### config.mk
export PLATFORM = sky130hd
export DESIGN_NAME = fire_alarm_sequencer
export DESIGN_NICKNAME = d
export VERILOG_FILES = /design/src/rtl/fire_alarm_sequencer.sv
export SDC_FILE = /design/constraint.sdc
export NUM_CORES = 1
export LEC_CHECK = 0
export CAP_MARGIN = 20
export CORE_MARGIN = 3
export CORE_UTILIZATION = 41
export DETAILED_ROUTE_END_ITERATION = 10
export PLACE_DENSITY_LB_ADDON = 0.08
export REMOVE_ABC_BUFFERS = 1
export SYNTH_ARGS = -nofsm -noshare
export SYNTH_HDL_FRONTEND = slang
export SYNTH_SLANG_ARGS = --single-unit
### constraint.sdc
create_clock -name clk -period 2.2 [get_ports clk]
set_input_delay 0.55 -clock clk [delete_from_list [all_inputs] [get_ports clk]]
set_output_delay 0.55 -clock clk [all_outputs]
set_load 0.03 [all_outputs]
### src/rtl/fire_alarm_sequencer.sv
// -----------------------------------------------------------------------------
// fire_alarm_sequencer
//
// Sequences the fire-detection datapath: holds the latching detector in reset,
// releases it and waits out an arming holdoff, monitors the detector's final
// alert, and drives the buzzer/LED annunciator pattern.  Operators can silence
// an alarm (ack) and rearm the detector (clear).
//
// Optional feature macro: FIRE_SEQ_ESCALATE_EN
//   When defined, a silenced alarm re-escalates to ALARM after SILENCE_CYCLES
//   if the detector alert is still asserted.  When undefined, SILENCED is left
//   only through clear or reset.
//
// Parameters
//   RST_CYCLES     cycles detector_rst_n is held low per rearm   (1..65535)
//   ARM_CYCLES     post-rearm holdoff ignoring alert_in          (1..65535)
//   BEEP_HALF      half-period of the buzzer/LED pattern         (1..65535)
//   SILENCE_CYCLES silence timeout before re-escalation          (1..65535)
//
// Ports
//   clk            system clock, rising edge
//   reset          asynchronous active-high reset
//   alert_in       detector final alert (synchronous to clk)
//   ack_in         operator silence level, acts on rising edge
//   clear_in       operator rearm level, acts on rising edge
//   detector_rst_n active-low reset to the detector (registered)
//   buzzer_out     buzzer drive (registered)
//   led_out        alarm LED drive (registered)
//   state_out      current state encoding (registered)
//   alarm_count    saturating count of alarm entries (registered)
// -----------------------------------------------------------------------------
module fire_alarm_sequencer #(
    parameter int unsigned RST_CYCLES     = 4,
    parameter int unsigned ARM_CYCLES     = 16,
    parameter int unsigned BEEP_HALF      = 8,
    parameter int unsigned SILENCE_CYCLES = 64
) (
    input  logic       clk,
    input  logic       reset,
    input  logic       alert_in,
    input  logic       ack_in,
    input  logic       clear_in,
    output logic       detector_rst_n,
    output logic       buzzer_out,
    output logic       led_out,
    output logic [2:0] state_out,
    output logic [7:0] alarm_count
);

    typedef enum logic [2:0] {
        S_RESET_DET = 3'd0,
        S_ARM       = 3'd1,
        S_MONITOR   = 3'd2,
        S_ALARM     = 3'd3,
        S_SILENCED  = 3'd4
    } state_t;

    localparam logic [15:0] RST_LAST  = 16'(RST_CYCLES - 1);
    localparam logic [15:0] ARM_LAST  = 16'(ARM_CYCLES - 1);
    localparam logic [15:0] BEEP_LAST = 16'(BEEP_HALF - 1);
    localparam logic [15:0] SIL_LAST  = 16'(SILENCE_CYCLES - 1);

    state_t      state_q;
    state_t      state_d;
    logic [15:0] cnt_q;
    logic [15:0] cnt_d;
    logic [15:0] beep_q;
    logic [15:0] beep_d;
    logic        phase_q;
    logic        phase_d;
    logic        ack_q;
    logic        clear_q;
    logic [7:0]  count_q;
    logic [7:0]  count_d;
    logic        det_q;
    logic        det_d;
    logic        buzzer_q;
    logic        buzzer_d;
    logic        led_q;
    logic        led_d;
    logic        ack_rise_s;
    logic        clear_rise_s;
    logic        entering_s;

    // Rising-edge detection of the operator levels against last cycle's sample.
    always_comb begin
        ack_rise_s   = ack_in & ~ack_q;
        clear_rise_s = clear_in & ~clear_q;
    end

    // Next-state decision and saturating alarm-entry counter.
    always_comb begin
        state_d = state_q;
        count_d = count_q;
        case (state_q)
            S_RESET_DET: begin
                if (cnt_q == RST_LAST) begin
                    state_d = S_ARM;
                end else begin
                    state_d = S_RESET_DET;
                end
            end
            S_ARM: begin
                if (cnt_q == ARM_LAST) begin
                    state_d = S_MONITOR;
                end else begin
                    state_d = S_ARM;
                end
            end
            S_MONITOR: begin
                if (clear_rise_s) begin
                    state_d = S_RESET_DET;
                end else if (alert_in) begin
                    state_d = S_ALARM;
                    if (count_q != 8'hFF) begin
                        count_d = count_q + 8'd1;
                    end else begin
                        count_d = count_q;
                    end
                end else begin
                    state_d = S_MONITOR;
                end
            end
            S_ALARM: begin
                // Clear has priority over ack when both rise together.
                if (clear_rise_s) begin
                    state_d = S_RESET_DET;
                end else if (ack_rise_s) begin
                    state_d = S_SILENCED;
                end else begin
                    state_d = S_ALARM;
                end
            end
            S_SILENCED: begin
                if (clear_rise_s) begin
                    state_d = S_RESET_DET;
`ifdef FIRE_SEQ_ESCALATE_EN
                end else if ((cnt_q == SIL_LAST) && alert_in) begin
                    // Re-escalation is not a new alarm entry: count untouched.
                    state_d = S_ALARM;
`endif
                end else begin
                    state_d = S_SILENCED;
                end
            end
            default: begin
                state_d = S_RESET_DET;
            end
        endcase
    end

    // Phase counter and beep timer; both restart whenever a state is entered.
    always_comb begin
        entering_s = (state_d != state_q);
        if (entering_s) begin
            cnt_d = 16'd0;
        end else if ((state_q == S_SILENCED) && (cnt_q == SIL_LAST)) begin
            // Park at the silence timeout so a late alert can still escalate.
            cnt_d = cnt_q;
        end else begin
            cnt_d = cnt_q + 16'd1;
        end

        if (entering_s) begin
            beep_d  = 16'd0;
            phase_d = 1'b0;
        end else if ((state_q == S_ALARM) || (state_q == S_SILENCED)) begin
            if (beep_q == BEEP_LAST) begin
                beep_d  = 16'd0;
                phase_d = ~phase_q;
            end else begin
                beep_d  = beep_q + 16'd1;
                phase_d = phase_q;
            end
        end else begin
            beep_d  = 16'd0;
            phase_d = 1'b0;
        end
    end

    // Output decode from the upcoming state so the pins are registered yet
    // change on the same edge as state_out.
    always_comb begin
        det_d    = 1'b0;
        buzzer_d = 1'b0;
        led_d    = 1'b0;
        case (state_d)
            S_RESET_DET: begin
                det_d = 1'b0;
            end
            S_ARM, S_MONITOR: begin
                det_d = 1'b1;
            end
            S_ALARM: begin
                det_d    = 1'b1;
                buzzer_d = ~phase_d;
                led_d    = 1'b1;
            end
            S_SILENCED: begin
                det_d = 1'b1;
                led_d = ~phase_d;
            end
            default: begin
                det_d = 1'b0;
            end
        endcase
    end

    // State, timers, edge-detect history, counter and output registers.
    always_ff @(posedge clk or posedge reset) begin
        if (reset) begin
            state_q  <= S_RESET_DET;
            cnt_q    <= 16'd0;
            beep_q   <= 16'd0;
            phase_q  <= 1'b0;
            ack_q    <= 1'b0;
            clear_q  <= 1'b0;
            count_q  <= 8'd0;
            det_q    <= 1'b0;
            buzzer_q <= 1'b0;
            led_q    <= 1'b0;
        end else begin
            state_q  <= state_d;
            cnt_q    <= cnt_d;
            beep_q   <= beep_d;
            phase_q  <= phase_d;
            ack_q    <= ack_in;
            clear_q  <= clear_in;
            count_q  <= count_d;
            det_q    <= det_d;
            buzzer_q <= buzzer_d;
            led_q    <= led_d;
        end
    end

    assign detector_rst_n = det_q;
    assign buzzer_out     = buzzer_q;
    assign led_out        = led_q;
    assign state_out      = state_q;
    assign alarm_count    = count_q;

endmodule

Yosys cells after proc, flatten, opt, wreduce, memory -nomap -nowiden

Index checks and enable logic that the tools add are counted.

Logic and storage cells: 59
Flip-flop bits (word level): 49
Output and inout bits: 14

Bitwise logic cells: 7
Add/sub/neg operators: 3
Equal/unequal tests: 15
Reductions and logical operators: 5
Mux-type cells: 19

Operators with widths:

| operator                                                          | count |
|---|---|
| 16-bit 2-to-1 mux                                                 | 5 |
| 16-bit by 1-bit adder with 16-bit output (second input constant)  | 2 |
| 16-bit by 2-bit == test with 1-bit output (second input constant) | 1 |
| 16-bit by 3-bit == test with 1-bit output (second input constant) | 1 |
| 16-bit by 4-bit == test with 1-bit output (second input constant) | 1 |
| 16-bit by 6-bit == test with 1-bit output (second input constant) | 1 |
| 3-bit case mux with 5 select lines                                | 1 |
| 3-bit by 2-bit == test with 1-bit output (second input constant)  | 4 |
| 3-bit 2-to-1 mux                                                  | 3 |
| 8-bit by 1-bit adder with 8-bit output (second input constant)    | 1 |
| 8-bit inequality test (second input constant)                     | 1 |
| 1-bit 2-to-1 mux                                                  | 7 |
| 3-bit by 1-bit == test with 1-bit output (second input constant)  | 2 |
| 3-bit == test (second input constant)                             | 2 |
| 1-bit inverter                                                    | 5 |
| 2-bit 2-to-1 mux                                                  | 2 |
| 4-bit AND reduction                                               | 1 |
| 4-bit OR reduction                                                | 1 |
| 3-bit zero test                                                   | 1 |
| 3-bit inequality test                                             | 1 |
| 1-bit bitwise AND                                                 | 2 |
| 2-bit inequality test (second input constant)                     | 1 |
| 1-bit case mux with 2 select lines                                | 1 |
| 1-bit logical AND                                                 | 1 |
| 1-bit logical OR                                                  | 1 |

Longest topological paths before layout

Gate-level depths: netlist of the first run.

Depth after elaboration: 9
Depth in mapped cells: 7
Gate-level depth less buffers: 6

Least setup slack after synthesis of the first run

Ideal clock, no wire load.

Path kind: reg-to-reg
Start point: reg cnt_q[0]
End point: reg beep_q[15]
Arrival: 1744 ps
Stages on the path, launching flop included: 8
Clock period less this slack: 1876 ps
Path buffers: 1
Required time: 2068 ps
Path slack: 324 ps
Path through: dfrtp_1 -> ha_1 -> nor4b_1 -> and3_1 -> nand3_1 -> a211oi_4 -> buf_6 -> nor3_2

Cells in the longest elaborated chain, start to end: 5

RTL lines:

| element                                                                                                       | RTL line | RTL |
|---|---|---|
| start, declared                                                                                               | 65       | `logic [15:0] cnt_q;` |
| start signal, assigned                                                                                        | 224      | `cnt_q <= cnt_d;` |
| 16-bit by 4-bit == test with 1-bit output / 16-bit by 2-bit == test with 1-bit output (equally long branches) | 104, 97  |  |
| 2-bit 2-to-1 mux / 1-bit 2-to-1 mux (equally long branches)                                                   | 104, 97  |  |
| 3-bit case mux with 5 select lines (*)                                                                        | 95       | `case (state_q)` |
| 3-bit inequality test (*)                                                                                     | 154      | `entering_s = (state_d != state_q);` |
| 16-bit 2-to-1 mux (*)                                                                                         | 164      | `if (entering_s) begin` |
| named net beep_d[15]                                                                                          | 68       | `logic [15:0] beep_d;` |
| end signal, assigned                                                                                          | 225      | `beep_q <= beep_d;` |
| end, declared                                                                                                 | 67       | `logic [15:0] beep_q;` |

The timed path passes the listed nets; every way through them passes the cells marked *.
A chain may end at the register's enable or synchronous reset.

Worst setup path after layout of the first run

Start point: reg state_q[1], in the netlist state_out[1]
End point: out state_out[1]

RTL lines:

| element                | RTL line | RTL |
|---|---|---|
| start, declared        | 63       | `state_t state_q;` |
| start signal, assigned | 223      | `state_q <= state_d;` |
| end, declared          | 46       | `output logic [2:0] state_out,` |

No word-level cell between the ends.

==> results of run 1 <==
==> logic make-up (layout without fill, tap and decap cells) <==
logic type | count (synthesis) | after routing | share of synthesized area [%]
AND/OR/NAND/NOR | 120 | 120 | 29.1
flip-flops | 49 | 49 | 47.9
XOR/XNOR | 32 | 32 | 10.9
AO/OA/AOI/OAI | 20 | 20 | 6.75
buffers and inverters | 11 | 48 | 2.59
adder cells (fa/ha/maj) | 3 | 3 | 1.47
multiplexers | 3 | 3 | 1.22
==> per-stage QoR <==
stage	cells	util, %	worst slack [ns]
finish	350	50.7	0.112
global placement	342	49.1	-0.0475
detailed placement	342	49.1	-0.0824
CTS	350	50.7	0.0968
global route	350	50.7	0.0460
floorplan	232	-	-0.502
==> final cells by class <==
class	count	area (um^2)	area share (%)
Sequential cell	49	1230	40.4
Tap cell	75	93.8	3.09
Clock inverter	2	13.8	0.453
Timing Repair Buffer	35	333	11.0
Multi-Input combinational cell	178	1270	41.8
Clock buffer	6	82.6	2.72
Inverter	5	18.8	0.618
==> per-layer routing <==
layer / share of wire (%) / GRT usage, % / wire length, um / vias up
met5: 0 / 0 / 0 / -
met3: 2.4 / 3.20 / 115 / 7
met1: 50 / 19.8 / 2370 / 864
li1: - / - / - / 908
met4: 1.4 / 4.75 / 67 / 0
met2: 47 / 22.6 / 2230 / 13
==> layout by cell type (no fill, tap or decap), types with 2 or more instances in the layout <==
master           netlist  routed
inv_1                  5       4
nand2_1               20      20
clkdlybuf4s50_1        0      18
clkbuf_8               0       6
nor2_2                13      13
nor2_1                16      16
nor3_1                 6       6
mux2i_1                2       2
or3_1                  2       2
nor4_1                 3       3
a21oi_2                2       2
nor3b_2                2       2
nand4_1               10      10
nand3_1               11      11
buf_12                 0       2
and4_1                 2       2
xnor2_1               13      13
nand3b_1               2       2
ha_1                   3       3
dfrtp_1               49      49
nand2b_1               3       3
xor2_1                19      19
o21ai_0                3       3
o2111ai_1              2       2
a211oi_2               3       3
a21oi_1                2       2
buf_4                  0      15
and3_1                 8       8
nor3_2                14      14
==> power by group through the flow <==
stage	Clock, uW	Sequential (uW)	Combinational (uW)
3_5_place_dp	0	1050	731
5_1_grt	616	1040	790
3_3_place_gp	0	1050	734
4_1_cts	590	1030	736
2_1_floorplan	0	1120	340
6_report	556	1030	722
==> flip-flops by register name, summed over array words and instances (netlist names) <==
name	flops
buzzer_out	1
state_out	3
beep_q	16
detector_rst_n	1
phase_q	1
ack_q	1
led_out	1
clear_q	1
cnt_q	16
alarm_count	8
==> worst max-delay path by stage <==
stage            startpoint           end  slack, ns  cells past startpoint
2_1_floorplan  state_out[0]     beep_q[1]      -0.50                      5
3_3_place_gp       clear_in     beep_q[6]      -0.05                      7
3_5_place_dp       clear_in     beep_q[6]      -0.08                      7
4_1_cts        state_out[1]  state_out[1]        0.1                      1
5_1_grt            cnt_q[0]     beep_q[6]       0.05                      8
6_report       state_out[1]  state_out[1]       0.11                      1
==> results.yml, run 1 <==
setup_path:
  r2r_cells: 6
  crit_family: "buffers and inverters"
  crit_type: "reg -> out"
  r2r_start: "cnt_q[2]"
  path_buf_inv: 1
  r2r-end: "beep_q[6]"
  startpoint_type: "flip-flop"
  worstPathRequired_ns: 1.65
  r2r_setup_slack_ns: 0.19
  crit_path_top_delay_cell: "clkdlybuf4s50_1"
  path_cells: "clkdlybuf4s50_1"
  worstPathMaxFanout: 8
  cp-end-kind: "primary output"
  worstPathArrival_ns: 1.54
  critical_path.max_stage_delay_ns: 0.73
floorplanning:
  pin_count: 19
  core_area_um2: 5990
  die-area_um2: 7230
  initial_utilization_pct: 42.7
  rows: 28
  die_h_um: 85.0
  die_x_um: 85.0
cts:
  htree_levels: 2
  clk_latency_ns: 0.30
  clock_path_buffers: 2
  cts_sinks: 49
  cts_tree: "yes"
  cts_root_buffer: "clkbuf_8"
  cts_buffers: 5
  cts.reportedPaths.clkPinSlew_ns: 0.09
  cts_setup_buffers: 0
  ctsResizeCount: 0
  postCtsHoldBufs: 0
synthesis:
  seq_area_frac_synth_pct: 47.9
  synth-edff-count: 0
  synth_area_leader_cell: "dfrtp_1"
  netlist_area_um2: 2560
  yosys_warnings: 0
  syn_inst: 238
  ys_ff_latch: 49
  synth_flop_cell: "dfrtp_1"
  synth_top_area_share_pct: 47.9
  synth_area_leaders: "dfrtp_1 (48%), xor2_1 (6.5%), nor3_2 (5.5%)"
  synth.avg_cell_area_um2: 10.8
  ys_top_cells_by_count: "dfrtp_1 (49), nand2_1 (20), xor2_1 (19)"
  synthArstFlopShare_pct: 100
  synth_most_common_cell: "dfrtp_1"
  synth_cell_type_count: 45
sta:
  timing.final.crit_share_pct: 94.9
  final_max_slew_viol_count: 0
  setup_tns_ns: 0
  relSlewSlack_pct: 67.6
  hold_ws_ns: 0.487
  worst_slew_pin_slew_ns: 0.482
  rsz0062_at_grt: "false"
  fin_worst_skew_ns: 0.00922
  hold_viol: 0
  fmax_ghz: 0.479
  min_period_ns: 2.09
  finalSetupViolCount: 0
final_layout:
  antennaDiodeCount: 0
  syn2layout_area_growth_pct: 18.6
  nets: 282
  drive_gt1_share_pct: 23.6
  stdcell_area_um2: 3040
  num-fill-cells: 556
routing:
  num_vias: 1792
  drc: 0
  drt_iter0_drc: 58
  routedWlPerCell_um: 13.7
  ant_nets: 0
  viasPerCell: 5.12
  drtPass1Iterations: 4
  wirelength_um: 4790
power:
  p_leak_uw: 0.00123
  switching_power_uw: 780
  netSwitchingFraction_pct: 33.8
  p_comb_share_pct: 31.3
  power_density_nw_per_um2: 760
  p_total_uw: 2310
  p_clk_share_pct: 24.1
  ir_worst_vdd_uv: 452
  pwr-share-seq_pct: 44.6
  internal_power_uw: 1530
job:
  maxCapViolations: 0
outcome:
  status: "finished, final reports clean"
place:
  hpwl_um: 3500
  placed_cell_area_um2: 2940
  portBuffers: 18
  gp_congestion: 0.742
worst_hold_path:
  hold_depth: 1
  hp-start: "beep_q[0]"
  worst_hold_path.endpoint: "beep_q[0]"
  min-delay-path-class: "reg -> reg"
global_routing:
  antenna_found_initial: 0
  grt_pass1_vias: 1752
  globalRouteOverflowTotal: 0
  grt_max_degree: 22
  grt_pass1_wl_um: 8420
  track_usage_pct: 14.4
Power figures use the tool's default switching activity.
==> inputs of run 2 (changes only) <==
--- a/config.mk
+++ b/config.mk
@@ -5,10 +5,10 @@
 export SDC_FILE = /design/constraint.sdc
 export NUM_CORES = 1
 export LEC_CHECK = 0
-export CAP_MARGIN = 20
 export CORE_MARGIN = 3
 export CORE_UTILIZATION = 41
 export DETAILED_ROUTE_END_ITERATION = 10
+export GPL_TIMING_DRIVEN = 0
 export PLACE_DENSITY_LB_ADDON = 0.08
 export REMOVE_ABC_BUFFERS = 1
 export SYNTH_ARGS = -nofsm -noshare
==> constraint.sdc (replaced) <==
create_clock -name clk -period 2.7 [get_ports clk]
set_input_delay 0.675 -clock clk [delete_from_list [all_inputs] [get_ports clk]]
set_output_delay 0.675 -clock clk [all_outputs]
set_load 0.03 [all_outputs]
==> results.yml, run 2 (synthesis gave the netlist of run 1 again) <==
outcome:
  status: "finished, final reports clean"
cts:
  cts_tree: "yes"
  clk_latency_ns: 0.30
  cts_root_buffer: "clkbuf_8"
  cts_buffers: 5
  cts_sinks: 49
  cts.reportedPaths.clkPinSlew_ns: 0.09
  htree_levels: 2
  postCtsHoldBufs: 0
  clock_path_buffers: 2
final_layout:
  antennaDiodeCount: 0
  multi_input_area_um2: 1270
  syn2layout_area_growth_pct: 14.5
  drive_gt1_share_pct: 19.8
  num-fill-cells: 559
  regArea_um2: 1230
  nets: 269
  final_common_cell: "dfrtp_1"
  layout_common_cells: "dfrtp_1 (49), nand2_1 (20), xor2_1 (19)"
power:
  power_density_nw_per_um2: 619
  ir_worst_vdd_uv: 363
  p_total_uw: 1810
  p_leak_uw: 0.00115
sta:
  fin_worst_skew_ns: 0.00892
  relSlewSlack_pct: 28.7
  min_period_ns: 2.36
  fmax_ghz: 0.424
  timing.final.crit_share_pct: 87.3
  hold_viol: 0
  setup_tns_ns: 0
  rsz0062_at_grt: "false"
  final_max_slew_viol_count: 0
  worst_slew_pin_slew_ns: 1.07
  finalSetupViolCount: 0
global_routing:
  globalRouteOverflowTotal: 0
  antenna_found_initial: 0
  grt_max_degree: 27
  grt_pass1_vias: 1755
  track_usage_pct: 14.7
  grt_pass1_wl_um: 8690
worst_hold_path:
  hp-start: "beep_q[0]"
  min-delay-path-class: "reg -> reg"
routing:
  ant_nets: 0
  wirelength_um: 4770
  viasPerCell: 5.12
  drc: 0
  num_vias: 1726
  drt_iter0_drc: 76
  drtPass1Iterations: 4
  routedWlPerCell_um: 14.1
setup_path:
  critical_path.max_stage_delay_ns: 0.76
  crit_family: "buffers and inverters"
  worstPathMaxFanout: 13
  crit_type: "reg -> out"
  r2r_start: "cnt_q[0]"
  startpoint_type: "flip-flop"
  startpoint: "state_out[0]"
  path_buf_inv: 1
  cp-end-kind: "primary output"
  path_cells: "clkdlybuf4s50_1"
  worstPathArrival_ns: 1.68
  crit_path_top_delay_cell: "clkdlybuf4s50_1"
  worstPathRequired_ns: 2.03
place:
  hpwl_um: 3370
  gp_congestion: 0.792
  portBuffers: 18
job:
  maxCapViolations: 0
floorplanning:
  die-area_um2: 7230
  core_area_um2: 5990
  initial_utilization_pct: 42.7
  die_h_um: 85.0
  die_x_um: 85.0
  pin_count: 19
  rows: 28
[run 2: cell types whose count changed in the layout (fill, tap and decap cells not counted), sizes merged]
cell      change
buf          -13
clkinvlp      +1
clkbuf        -1
[run 2: timing repair]
action                                  CTS  global route
endpoints found under the setup margin   11             0
buffers inserted                          1             0
resized for setup                         0             0
[run 2: final cells by class]
cell class                 instances  area share, %
multi-input combinational        178           43.3
clock buffer                       5           2.35
timing repair buffer              22           8.11
sequential                        49           41.8
inverter                           5          0.640
clock inverter                     3          0.598
tap                               75           3.20
[run 2: final timing paths]
| kind | to | slack, ns | cells past startpoint |
|---|---|---|---|
| max | state_out[0] | 0.34 | 1 |
| min | beep_q[0] | 0.48 | 1 |
| max reg2reg | beep_q[6] | 0.53 | 7 |
| min reg2reg | beep_q[0] | 0.48 | 1 |
| max in group asynchronous | cnt_q[15] | 1.46 | 3 |
| min in group asynchronous | beep_q[5] | 0.72 | 2 |
[run 2: routing by layer]
metal / share of wire [%] / vias to the layer above / wire length (um) / track usage [%]
met5: 0 / - / 0 / 0
met4: 1.0 / 0 / 48 / 4.32
met3: 2.9 / 4 / 140 / 3.50
met2: 46 / 19 / 2210 / 22.3
met1: 50 / 819 / 2370 / 21.0
li1: - / 884 / - / -
[run 2: per-stage QoR]
step	cells	worst slack (ns)	utilization, %	instance area [um^2]	hold WS (ns)
final	337	0.343	48.9	2930	0.479
after detailed placement	328	-0.419	47.3	2840	0.476
after global routing	337	0.235	48.9	2930	0.500
after CTS	337	0.305	48.9	2930	0.485
after global placement	325	-1.02	46.5	2790	0.471
after floorplan	232	-0.00233	-	2510	0.451
[run 2: report_power, final]
part	total, uW	switching, uW	internal [uW]	leakage [uW]
logic	510	306	204	0.000443
registers	869	81.9	787	0.000668
clock network	433	254	179	0.0000439
total	1810	642	1170	0.00115
